File: src/rtl/multicycle_control.sv
// multicycle_control: Moore FSM sequencing a shared MIPS load/store/R/I
// datapath through FETCH, DECODE, EXEC, MEM and WB, with a data-memory
// ready handshake.
// Optional feature: define MC_BEQ_EN to add the beq BRANCH state and pc_src.
module multicycle_control (
    input  logic       clk,
    input  logic       rst,
    input  logic [5:0] opcode,
    input  logic [5:0] funct,
    input  logic       mem_ready,
    input  logic       zero_flag,
    output logic       PCWrite,
    output logic       IRWrite,
    output logic       RegWrite,
    output logic       MemRead,
    output logic       MemWrite,
    output logic       MemtoReg,
    output logic       ALUSrc,
    output logic       RegDst,
    output logic [3:0] ALU_OP,
    output logic       instr_done,
`ifdef MC_BEQ_EN
    output logic       illegal_instr,
    output logic       pc_src
`else
    output logic       illegal_instr
`endif
);

    localparam logic [2:0] S_IDLE   = 3'd0;
    localparam logic [2:0] S_FETCH  = 3'd1;
    localparam logic [2:0] S_DECODE = 3'd2;
    localparam logic [2:0] S_EXEC   = 3'd3;
    localparam logic [2:0] S_MEM    = 3'd4;
    localparam logic [2:0] S_WB     = 3'd5;
    localparam logic [2:0] S_BRANCH = 3'd6;

    localparam logic [2:0] CLS_ILL  = 3'd0;
    localparam logic [2:0] CLS_LW   = 3'd1;
    localparam logic [2:0] CLS_SW   = 3'd2;
    localparam logic [2:0] CLS_R    = 3'd3;
    localparam logic [2:0] CLS_I    = 3'd4;
    localparam logic [2:0] CLS_BEQ  = 3'd5;

    localparam logic [3:0] ALU_AND  = 4'b0000;
    localparam logic [3:0] ALU_OR   = 4'b0001;
    localparam logic [3:0] ALU_ADD  = 4'b0010;
    localparam logic [3:0] ALU_SUB  = 4'b0110;
    localparam logic [3:0] ALU_SLT  = 4'b0111;

    logic [2:0] state_reg, state_next;
    logic [2:0] cls_reg;
    logic [3:0] alu_op_reg;
    logic       alu_src_reg;
    logic       reg_dst_reg;

    logic [2:0] dec_cls;
    logic [3:0] dec_alu;
    logic       dec_src;
    logic       dec_rdst;

`ifndef MC_BEQ_EN
    // The branch compare result has no consumer without the branch class.
    logic unused_zero_flag;
    assign unused_zero_flag = zero_flag;
`endif

    // Instruction decode of the freshly loaded opcode/funct; only consumed in DECODE.
    always_comb begin
        dec_cls  = CLS_ILL;
        dec_alu  = ALU_ADD;
        dec_src  = 1'b0;
        dec_rdst = 1'b0;
        case (opcode)
            6'b100011: begin dec_cls = CLS_LW; dec_src = 1'b1; end
            6'b101011: begin dec_cls = CLS_SW; dec_src = 1'b1; end
            6'b001000: begin dec_cls = CLS_I;  dec_src = 1'b1; dec_alu = ALU_ADD; end
            6'b001100: begin dec_cls = CLS_I;  dec_src = 1'b1; dec_alu = ALU_AND; end
            6'b001101: begin dec_cls = CLS_I;  dec_src = 1'b1; dec_alu = ALU_OR;  end
            6'b000000: begin
                dec_rdst = 1'b1;
                case (funct)
                    6'b100000: begin dec_cls = CLS_R; dec_alu = ALU_ADD; end
                    6'b100010: begin dec_cls = CLS_R; dec_alu = ALU_SUB; end
                    6'b100100: begin dec_cls = CLS_R; dec_alu = ALU_AND; end
                    6'b100101: begin dec_cls = CLS_R; dec_alu = ALU_OR;  end
                    6'b101010: begin dec_cls = CLS_R; dec_alu = ALU_SLT; end
                    default:   dec_cls = CLS_ILL;
                endcase
            end
`ifdef MC_BEQ_EN
            6'b000100: begin dec_cls = CLS_BEQ; dec_alu = ALU_SUB; end
`endif
            default: dec_cls = CLS_ILL;
        endcase
    end

    // Next-state selection.
    always_comb begin
        state_next = S_IDLE;
        case (state_reg)
            S_IDLE:   state_next = S_FETCH;
            S_FETCH:  state_next = S_DECODE;
            S_DECODE: begin
                case (dec_cls)
                    CLS_ILL: state_next = S_FETCH;
                    CLS_BEQ: state_next = S_BRANCH;
                    default: state_next = S_EXEC;
                endcase
            end
            S_EXEC:   state_next = (cls_reg == CLS_LW || cls_reg == CLS_SW) ? S_MEM : S_WB;
            S_MEM: begin
                if (!mem_ready)
                    state_next = S_MEM;
                else if (cls_reg == CLS_LW)
                    state_next = S_WB;
                else
                    state_next = S_FETCH;
            end
            S_WB:     state_next = S_FETCH;
            S_BRANCH: state_next = S_FETCH;
            default:  state_next = S_IDLE;
        endcase
    end

    // State register plus the per-instruction class and ALU controls latched in DECODE.
    always_ff @(posedge clk) begin
        if (rst) begin
            state_reg   <= S_IDLE;
            cls_reg     <= CLS_ILL;
            alu_op_reg  <= 4'b0000;
            alu_src_reg <= 1'b0;
            reg_dst_reg <= 1'b0;
        end else begin
            state_reg <= state_next;
            if (state_reg == S_DECODE) begin
                cls_reg <= dec_cls;
                // Illegal instructions leave the ALU controls of the previous one in place.
                if (dec_cls != CLS_ILL) begin
                    alu_op_reg  <= dec_alu;
                    alu_src_reg <= dec_src;
                    reg_dst_reg <= dec_rdst;
                end
            end
        end
    end

    // Moore control outputs from state and latched class. The ALU controls are
    // held from EXEC until the next DECODE so the ALU result stays stable.
    always_comb begin
        PCWrite    = (state_reg == S_FETCH);
        IRWrite    = (state_reg == S_FETCH);
        RegWrite   = (state_reg == S_WB);
        MemRead    = (state_reg == S_MEM) && (cls_reg == CLS_LW);
        MemWrite   = (state_reg == S_MEM) && (cls_reg == CLS_SW);
        MemtoReg   = (state_reg == S_WB)  && (cls_reg == CLS_LW);
        ALUSrc     = alu_src_reg;
        RegDst     = reg_dst_reg;
        ALU_OP     = alu_op_reg;
        instr_done = (state_reg == S_WB) || (state_reg == S_BRANCH) ||
                     ((state_reg == S_MEM) && (cls_reg == CLS_SW) && mem_ready);
        // The illegal flag must appear in DECODE itself, so it is the one output
        // qualified directly by the decoder rather than by a latched class.
        illegal_instr = (state_reg == S_DECODE) && (dec_cls == CLS_ILL);
    end

`ifdef MC_BEQ_EN
    // Branch-taken select, valid only while in BRANCH.
    always_comb begin
        pc_src = (state_reg == S_BRANCH) && zero_flag;
    end
`endif

endmodule
File: config.mk
export PLATFORM = sky130hd
export DESIGN_NAME = multicycle_control
export DESIGN_NICKNAME = d
export VERILOG_FILES = /design/src/rtl/multicycle_control.sv
export SDC_FILE = /design/constraint.sdc
export NUM_CORES = 1
export LEC_CHECK = 0
export CORE_ASPECT_RATIO = 1.1
export CORE_MARGIN = 10
export CORE_UTILIZATION = 45
export DETAILED_ROUTE_END_ITERATION = 12
export PLACE_DENSITY = 0.86
export SYNTH_ARGS = -nofsm -noshare
export SYNTH_HDL_FRONTEND = slang
export SYNTH_SLANG_ARGS = --single-unit
File: constraint.sdc
create_clock -name clk -period 2.15 [get_ports clk]
set_input_delay 0.3225 -clock clk [delete_from_list [all_inputs] [get_ports clk]]
set_output_delay 0.3225 -clock clk [all_outputs]
set_load 0.05 [all_outputs]
After elaboration in Yosys (flattened, before gate mapping)
Index checks and enable logic that the tools add are counted.
- eq/ne operators: 19
- multiplexer cells: 11
- reduce and logical (&&, ||, !) cells: 17
- operators by type and width (kind ; number):
    $eq A6 B6 Y1 const B ; 7
    $pmux W3 S4 ; 2
    $eq A6 B4 Y1 const B ; 3
    $pmux W3 S5 ; 1
    $eq A3 B3 Y1 const B ; 4
    $reduce_or A5 Y1 ; 2
    $eq A3 B2 Y1 const B ; 3
    $pmux W3 S3 ; 1
    $eq A3 B1 Y1 const B ; 2
    $logic_not A3 Y1 ; 2
    $logic_not A6 Y1 ; 1
    $mux W3 ; 2
    $pmux W3 S2 ; 1
    $reduce_or A3 Y1 ; 2
    $logic_and A1 B1 Y1 ; 5
    $logic_or A1 B1 Y1 ; 3
    $mux W1 ; 3
    $reduce_bool A3 Y1 ; 1
    $mux W2 ; 1
    $reduce_and A2 Y1 ; 1
- register bits after elaboration: 12
- input bits: 16
- output and inout bits: 14
- logic and storage cells: 52

Depth between registers and ports, before layout
- depth after elaboration: 7
- mapped depth: 6
- gate-level depth less buffers: 4

Worst setup path before layout
Ideal clock, no wire load.
- path kind: reg-to-output
- from: reg state_reg[0]
- to: out illegal_instr
- arrival time: 2462 ps
- required time: 1827 ps
- path slack: -635 ps
- cell stages (with the launch flop): 6
- path buffers: 2
- cells stage by stage: dfxtp_1 > buf_2 > inv_2 > and3_1 > buf_2 > nor4b_1
- word-level cells in the longest chain between the ends: 2
- RTL lines (element ; line ; RTL):
    start, declared ; 51 ; logic [2:0] state_reg, state_next;
    start signal, assigned ; 135 ; state_reg <= state_next;
    $eq A3 B2 Y1 ; 164 ; illegal_instr = (state_reg == S_DECODE) && (dec_cls == CLS_ILL);
    $logic_and A1 B1 Y1 ; 164 ;
    end, declared ; 26 ; output logic illegal_instr
Every way passes these cells.

Worst setup path in the final report
- from: reg state_reg[2]
- to: out instr_done
- word-level cells in the longest chain between the ends: 4
- elaborated cells between the ends (all ways): 7
- those cells by class: 3 x eq/ne; 4 x reduce/logical
- RTL lines (element ; line ; RTL):
    $eq A3 B3 Y1 ; 161 ; ((state_reg == S_MEM) && (cls_reg == CLS_SW) && mem_ready);
    $logic_and A1 B1 Y1 (2 in series) ; 161 ;
    $logic_or A1 B1 Y1 (*) ; 160 ; instr_done = (state_reg == S_WB) || (state_reg == S_BRANCH) ||
    end, declared ; 21 ; output logic instr_done,
Every way passes the cells marked *; elsewhere a longest branch is shown, timed or not.

==> run_results.csv <==
group,metric,value,unit
drt,drt_iter0_markers,12,
grt,grt_overflow,0,
synth,synth_seq_area_share,0.282,
synth,ys.flop_type,"dfxtp_1",
placed_design,io_buffers,27,
floorplan,io-pin-count,30,
grt,grt_pass1_vias,797,
cts,clk_pin_slew_worst_paths,70,ps
floorplan,die_h,63.7,um
cts,htreeDepth,1,
timing,worst_pin_slew,511,ps
grt,grt_max_degree,11,
grt,antenna_found_initial,0,
setup_path,start_kind,"flip-flop",
placed_design,hpwl,1700,um
timing,tns,0,ps
drt,drc_errors,0,
drt,via_per_inst,5.66,
drt,ant_nets,0,
cts,clk-insertion-delay-late,280,ps
setup_path,reg2reg_to,"RegDst",
cts,cts_tree,"built",
timing,drv_slew,0,
power,leakage,0.433,nW
cts,cts_buffer_depth,2,
timing,finalSetupViolations,0,
cts,numCtsBuffers,3,
synth,synth_fp_nets,105,
synth,synth_edf_count,0,
floorplan,fp.dieArea,3800,um2
grt,grtUsageTotal,0.108,
synth,syn_inst,89,
setup_path,critPathMaxFanout,4,
cts,root_buffer,"clkbuf_4",
power,p_total,0.516,mW
synth,synth_area,781,um2
timing,finalCritPeriodShare,0.941,
placed_design,place_congestion,0.816,
cts,cts.sinks,11,
setup_path,criticalPathCategory,"reg -> out",
setup_path,crit_start,"state_reg[2]",
timing,rsz0062_at_grt,"no",
synth,synth-seq-cells,11,
synth,syn_area_per_cell,8.77,um2
layout,n_antenna_cell,0,
timing,hold_slack,456,ps
setup_path,cp.depth,5,
synth,ys_types,42,
setup_path,cp.buffers_inverters,1,
grt,grt_first_pass_wirelength,3340,um
drt,wl,1990,um
synth,yosys.area.top_type_share,0.282,
power,ir_drop,0.000278,V
layout,design_area,1190,um2
floorplan,coreArea,1610,um2
layout,area_growth,52.6,%
job,cap_viol_max_count,0,
floorplan,initial_utilization,0.484,
layout,stdcell_count,139,
timing,max_slew_margin,0.658,
drt,routedWlPerCell,14.3,um
worst_hold_path,hold_class,"reg -> reg",
layout,nNetsFinal,139,
setup_path,cp_slowest_cell,"or3b_4",
placed_design,dpl-instance-area,1160,um2
setup_path,critical-path-top-delay-family,"simple AND/OR/NAND/NOR gates",
timing,fin_worst_skew,2.35,ps
synth,synth_largest_area_cell,"dfxtp_1",
setup_path,crit_path_end,"instr_done",
layout,drive_gt1_frac,0.287,
layout,final_util,0.738,
setup_path,rr_startpoint,"state_reg[2]",
synth,synthTopCellsByArea,"dfxtp_1 (28%), mux2i_1 (7.7%), nand2_1 (3.4%)",
floorplan,row_count,15,
setup_path,worst_r2r_path_depth,5,
cts,hold_buffers,0,
drt,num_vias,787,
timing,finalHoldViolCount,0,
synth,async_flop_share,0,
floorplan,die_w,59.7,um
setup_path,crit_chain,"or3b_4, nor4b_4, nand2_1, o21ai_4, buf_12",
timing,fin_crit,2020,ps
placed_design,dp_slack,106,ps
setup_path,worst_ep_arrival_time,1700,ps
power,cellPowerDensity,434,nW/um2
placed_design,placedCellCount,134,
setup_path,cp-end-kind,"output pin",
drt,drt_pass1_iterations,4,
setup_path,slowest_delay,430,ps
setup_path,cp_data_required_time,1830,ps
synth,yosys_warnings,0,
timing,fmax,494,MHz
setup_path,reg2reg_slack,760,ps
timing,finalWorstSetupSlack,126,ps
status,status,"finished clean",
[synthesized netlist by cell type (all sizes together) (2+ instances only)]
cell / number
a211oi: 4
nor4: 2
nand2b: 2
xnor2: 2
a21oi: 5
nor4b: 3
and3: 2
mux2i: 6
dfxtp: 11
nor3: 3
inv: 5
o21ai: 3
nor2: 8
nor3b: 2
buf: 6
or3b: 2
o311ai: 2
nand2: 7
[worst min-delay path, stage by stage (launching register included)]
cell and delay, ps:
dfxtp_1 310, nand2_1 50, o21ai_1 50
[cell type report]
cell class	instances	area (um2)
repair buffers	36	368
inverters	5	18.8
fillers	134	423
clock buffers	4	26.3
multi-input cells	66	536
flip-flops and latches	11	221
well taps	17	21.3
[cell usage in the layout, fill, tap and decap left out, types with 2 or more instances in the layout]
cell type        instances
a211oi_1                 2
a21oi_1                  5
and3_1                   2
buf_12                   4
buf_4                   13
clkbuf_4                 3
clkdlybuf4s50_1         19
dfxtp_1                 10
inv_1                    4
mux2i_1                  6
nand2_1                  7
nand2b_1                 2
nor2_1                   7
nor3_1                   3
nor3b_1                  2
nor4_2                   2
nor4b_4                  2
xnor2_1                  2
[kinds of logic (layout without fill, tap and decap cells)]
family / count (synthesis) / in the layout / synth area share
and+or+nand+nor: 37 / 37 / 0.314
xor gates and xnor gates: 2 / 2 / 0.0224
AOI/OAI and AO/OA: 20 / 20 / 0.223
DFF: 11 / 11 / 0.282
buffers and inverters: 12 / 45 / 0.0769
muxes: 6 / 6 / 0.0769
other: 1 / 1 / 0.00480
[power breakdown]
part	internal, mW	leakage [nW]	switching [mW]
sequential	0.211	0.0895	0.00947
clock	0.0720	0.0150	0.0755
combinational	0.0660	0.329	0.0822
total	0.349	0.433	0.167
[worst min-delay path by stage]
stage	start	to	slack, ps	cells after the start
floorplan	state_reg[2]	state_reg[1]	450	1
detailed placement	ALUSrc	ALUSrc	450	2
CTS	ALUSrc	ALUSrc	460	2
global placement	ALUSrc	ALUSrc	440	2
global route	ALUSrc	ALUSrc	480	2
finish	ALUSrc	ALUSrc	460	2
[layer usage]
| metal | vias up | global-route usage | wire length [um] |
|---|---|---|---|
| met5 | - | 0 | 0 |
| met4 | 0 | 0.0534 | 36 |
| met3 | 5 | 0.0421 | 171 |
| met2 | 25 | 0.193 | 1020 |
| met1 | 363 | 0.0993 | 761 |
| li1 | 394 | - | - |
[repair_timing]
item / in CTS / in global routing
setup buffers: 1 / 0
gates resized for setup: 0 / 1
pin swaps: 1 / 0
setup endpoints to repair: 1 / 1
No activity file was read; power rests on OpenSTA's default activity.
